### src/rtl/store_buffer_pkg.sv
// Shared types and helpers for the posted-write store buffer.
package store_buffer_pkg;

  localparam int unsigned DEPTH_DEFAULT = 4;

  typedef struct packed {
    logic [31:0] pc;
    logic [29:0] waddr;
    logic [31:0] data;
  } entry_t;

  function automatic logic [29:0] word_idx(input logic [31:0] addr);
    return addr[31:2];
  endfunction

endpackage

### src/rtl/stb_match.sv
// Compares a load word index against every live buffer entry; reports the youngest hit.
module stb_match
  import store_buffer_pkg::*;
#(
  parameter int unsigned DEPTH = DEPTH_DEFAULT,
  parameter int unsigned PTR_W = $clog2(DEPTH)
) (
  input  entry_t            entries [DEPTH],
  input  logic [PTR_W-1:0]  head,
  input  logic [PTR_W:0]    count,
  input  logic [29:0]       ld_widx,
  output logic              hit,
  output logic [31:0]       hit_data
);

  logic [PTR_W-1:0] idx;

  // Walk from oldest to youngest so the last match wins.
  always_comb begin
    hit      = 1'b0;
    hit_data = '0;
    idx      = head;
    for (int k = 0; k < DEPTH; k++) begin
      idx = head + PTR_W'(k);
      if ((PTR_W+1)'(k) < count && entries[idx].waddr == ld_widx) begin
        hit      = 1'b1;
        hit_data = entries[idx].data;
      end
    end
  end

endmodule

### src/rtl/store_buffer.sv
// Posted-write buffer in front of DM; also owns DM's address mux (drain vs. load).
// Define STORE_BUFFER_FWD_EN to forward matching stores to loads instead of stalling.
module store_buffer
  import store_buffer_pkg::*;
#(
  parameter int unsigned DEPTH = DEPTH_DEFAULT,
  parameter int unsigned PTR_W = $clog2(DEPTH)
) (
  input  logic        clk,
  input  logic        reset,
  input  logic        st_valid,
  output logic        st_ready,
  input  logic [31:0] st_pc,
  input  logic [31:0] st_addr,
  input  logic [31:0] st_wdata,
  input  logic        ld_valid,
  input  logic [31:0] ld_addr,
  output logic [31:0] ld_data,
  output logic        ld_stall,
  output logic [31:0] dm_pc,
  output logic [31:0] dm_addr,
  output logic [31:0] dm_wdata,
  output logic        dm_memwrite,
  input  logic [31:0] dm_rdata,
  output logic        empty
);

  entry_t           entries [DEPTH];
  entry_t           head_e;
  logic [PTR_W-1:0] head_q, tail_q;
  logic [PTR_W:0]   count_q, count_d;
  logic             full, enq, drn, hit;
  logic [31:0]      hit_data;

  stb_match #(
    .DEPTH (DEPTH),
    .PTR_W (PTR_W)
  ) u_match (
    .entries  (entries),
    .head     (head_q),
    .count    (count_q),
    .ld_widx  (word_idx(ld_addr)),
    .hit      (hit),
    .hit_data (hit_data)
  );

  assign full     = (count_q == (PTR_W+1)'(DEPTH));
  assign empty    = (count_q == '0);
  assign st_ready = !full;
  assign enq      = st_valid && st_ready;
  assign drn      = !empty && (!ld_valid || full || hit);
  assign head_e   = entries[head_q];

  always_comb begin
    count_d = count_q;
    unique case ({enq, drn})
      2'b10:   count_d = count_q + (PTR_W+1)'(1);
      2'b01:   count_d = count_q - (PTR_W+1)'(1);
      default: count_d = count_q;
    endcase
  end

  always_ff @(posedge clk) begin
    if (reset) begin
      head_q  <= '0;
      tail_q  <= '0;
      count_q <= '0;
    end else begin
      if (enq) tail_q <= tail_q + PTR_W'(1);
      if (drn) head_q <= head_q + PTR_W'(1);
      count_q <= count_d;
    end
  end

  always_ff @(posedge clk) begin
    if (enq) entries[tail_q] <= '{pc: st_pc, waddr: word_idx(st_addr), data: st_wdata};
  end

  always_comb begin
    dm_memwrite = 1'b0;
    dm_pc       = '0;
    dm_addr     = ld_addr;
    dm_wdata    = '0;
    if (drn) begin
      // Gated by reset so pending stores never reach DM on the reset edge.
      dm_memwrite = !reset;
      dm_pc       = head_e.pc;
      dm_addr     = {head_e.waddr, 2'b00};
      dm_wdata    = head_e.data;
    end
  end

  always_comb begin
    ld_data  = dm_rdata;
    ld_stall = 1'b0;
    if (ld_valid) begin
`ifdef STORE_BUFFER_FWD_EN
      if (hit) begin
        ld_data = hit_data;
      end else if (drn) begin
        ld_stall = 1'b1;
      end
`else
      // Any drain while a load is pending means full or a hit: hold the load.
      if (drn) ld_stall = 1'b1;
`endif
    end
  end

endmodule

### config.mk
export PLATFORM = sky130hd
export DESIGN_NAME = store_buffer
export DESIGN_NICKNAME = d
export VERILOG_FILES = /design/src/rtl/store_buffer_pkg.sv /design/src/rtl/stb_match.sv /design/src/rtl/store_buffer.sv
export SDC_FILE = /design/constraint.sdc
export NUM_CORES = 1
export LEC_CHECK = 0
export CORE_MARGIN = 10
export CORE_UTILIZATION = 54
export DETAILED_ROUTE_END_ITERATION = 8
export PLACE_DENSITY = 0.85
export REMOVE_ABC_BUFFERS = 1
export SKIP_CTS_REPAIR_TIMING = 1
export SYNTH_ARGS = -nofsm -noshare
export SYNTH_HDL_FRONTEND = slang
export SYNTH_HIERARCHICAL = 1
export SYNTH_SLANG_ARGS = --single-unit
export TNS_END_PERCENT = 1
### constraint.sdc
create_clock -name clk -period 7.75 [get_ports clk]
set_input_delay 1.9375 -clock clk [delete_from_list [all_inputs] [get_ports clk]]
set_output_delay 1.9375 -clock clk [all_outputs]
set_load 0.005 [all_outputs]
==> run metrics <==
Crit Path Max Fanout 17; Reg2Reg Depth 20; Routed wire per std cell 27.59 um; die width 210.1 um; CP Class input port to primary output; die height 210.1 um; share of post-route cells with drive strength above 1 0.1943; clock slew at reported path FFs 50 ps; Design Area, Final 23470 sq um; Via density 6.149; root buffer cell clkbuf_16; Hold Crit Class flip-flop to flip-flop; Hold Crit Endpoint tail_q[1]; initial core utilization 0.5474; clock latency on the worst-skew pair 540 ps; Synth warnings 6; hold slack 498.8 ps; final period utilization 0.9761; critical path buffer and inverter count 5; IO Pins 296; grt met3 use 0.07834; Worst Setup End Kind primary output; Sequential cell area 11440 sq um; multi-input logic area 7251 sq um; status finished clean; RSZ-0062 raised after global routing false; reg2reg start head_q[1]; synthesis-to-layout area growth 20.23%; nets 1583; Clock Path Buffers 3; max incr delay on CP 580 ps; WP data arrival 5630 ps; max frequency 132.2 MHz; die footprint 44150 sq um; Remaining DRCs 0; WP depth 15; Max VDD drop 0.0002762 V; Layout Skew 15.42 ps; CP startpoint ld_addr[16]; DRT iter0 DRCs 918; placed inst area 22130 sq um; Syn Inst Count 1206; first-pass GRT wire length 78840 um; pwr dens 340.9 nW/um^2; Worst Hold Depth 2; most frequent cells in the layout edfxtp_1 (376), clkdlybuf4s50_1 (227), mux2i_1 (148); global placement routability congestion 0.9515; Final HPWL DP 36520 um; met1 Usage GRT 0.3019; Site Rows 69; CTS tree yes; Critical Path, Cell by Cell clkdlybuf4s50_1 > buf_4 > a22o_1 > a222oi_1 > o21ai_1 > a211oi_1 > nand4_1 > nand2_1 > or3_1 > nand2b_1 > o21ai_4 > buf_12 > buf_12 > nor2b_1 > clkdlybuf4s50_1; Period minus WS final 7565 ps; worst slew pin tran 1008 ps; Post-Syn Area 19520 sq um; Critical R2R Capture count_q[2]; most used routing layer met2; drt total wl 52550 um; worst hold path startpoint tail_q[1]; IO buf count 229; Sink Count 383; final hold vios 0; max_cap viols 0; antenna violations before repair 7; slew margin rel. 0.3277; routing usage on met2 0.3800; Core ar. 35660 sq um; CP top delay family buffers and inverters; fill count 2472; startpoint class of the critical path input port; drt pass-1 iters 7; vias 11710; most common cell after layout, fill and taps aside edfxtp_1; Finish-stage setup viols 0; Worst path slowest cell clkdlybuf4s50_1; CTS Buf Count 40; Crit path required time 5810 ps; H-tree levels 2; largest net degree at the start of global routing 59; vias in the first global route 12340; leak pwr 0.007561 uW; Slew Viols, Final 0; Tot GR Track Use 0.2356; reg-to-reg slack, setup 2620 ps; gr ovfl total 0; post-route ant nets 0; Mean Syn Cell Area 16.18 sq um
==> worst min-delay path: stages (launching register included) <==
cell     delay [ps]
dfxtp_1         340
nand2_1          60
a21oi_1          50
==> sequential cells by signal, indices dropped and copies added, names as in the netlist <==
signal	count
entries	376
head_q	2
tail_q	2
count_q	3
==> cell type report <==
| class | count | area share |
|---|---|---|
| repair buffers | 287 | 0.1196 |
| multi-input cells | 685 | 0.3090 |
| inverters | 16 | 0.002559 |
| clock buffers | 44 | 0.04420 |
| flip-flops and latches | 383 | 0.4874 |
| diodes | 3 | 0.0003199 |
| well taps | 461 | 0.02458 |
| clock inverters | 26 | 0.01226 |
==> stage by stage <==
| stage | instances | util | setup slack [ps] | power, uW | TNS [ps] |
|---|---|---|---|---|---|
| floorplan | 1084 | - | -5651 | 4946 | -552440 |
| global placement | 1832 | 0.6206 | 279.2 | 6033 | 0 |
| detailed placement | 1832 | 0.6206 | 239.0 | 6102 | 0 |
| CTS | 1902 | 0.6578 | 228.0 | 8067 | 0 |
| global route | 1902 | 0.6579 | 9.240 | 8372 | 0 |
| finish | 1905 | 0.6581 | 184.9 | 8001 | 0 |
==> layer usage <==
| metal | wire length, um | share of wire |
|---|---|---|
| met2 | 25570 | 0.49 |
| met3 | 4981 | 0.095 |
| met1 | 20810 | 0.40 |
| met5 | 47 | 0.00089 |
| met4 | 1145 | 0.022 |
==> how the worst max path moves through the flow <==
stage / endpoint / slack, ps
6_report: dm_wdata[21] / 180
5_1_grt: dm_wdata[21] / 9
4_1_cts: dm_addr[31] / 230
3_5_place_dp: dm_addr[31] / 240
3_3_place_gp: dm_addr[31] / 280
2_1_floorplan: dm_addr[10] / -5650
==> power breakdown <==
group          internal (uW)  total [uW]  switching [uW]
combinational           1780        3400            1620
clock                   1170        1940             773
sequential              2510        2660             150
Note: power is estimated with default switching activity, not from simulation.
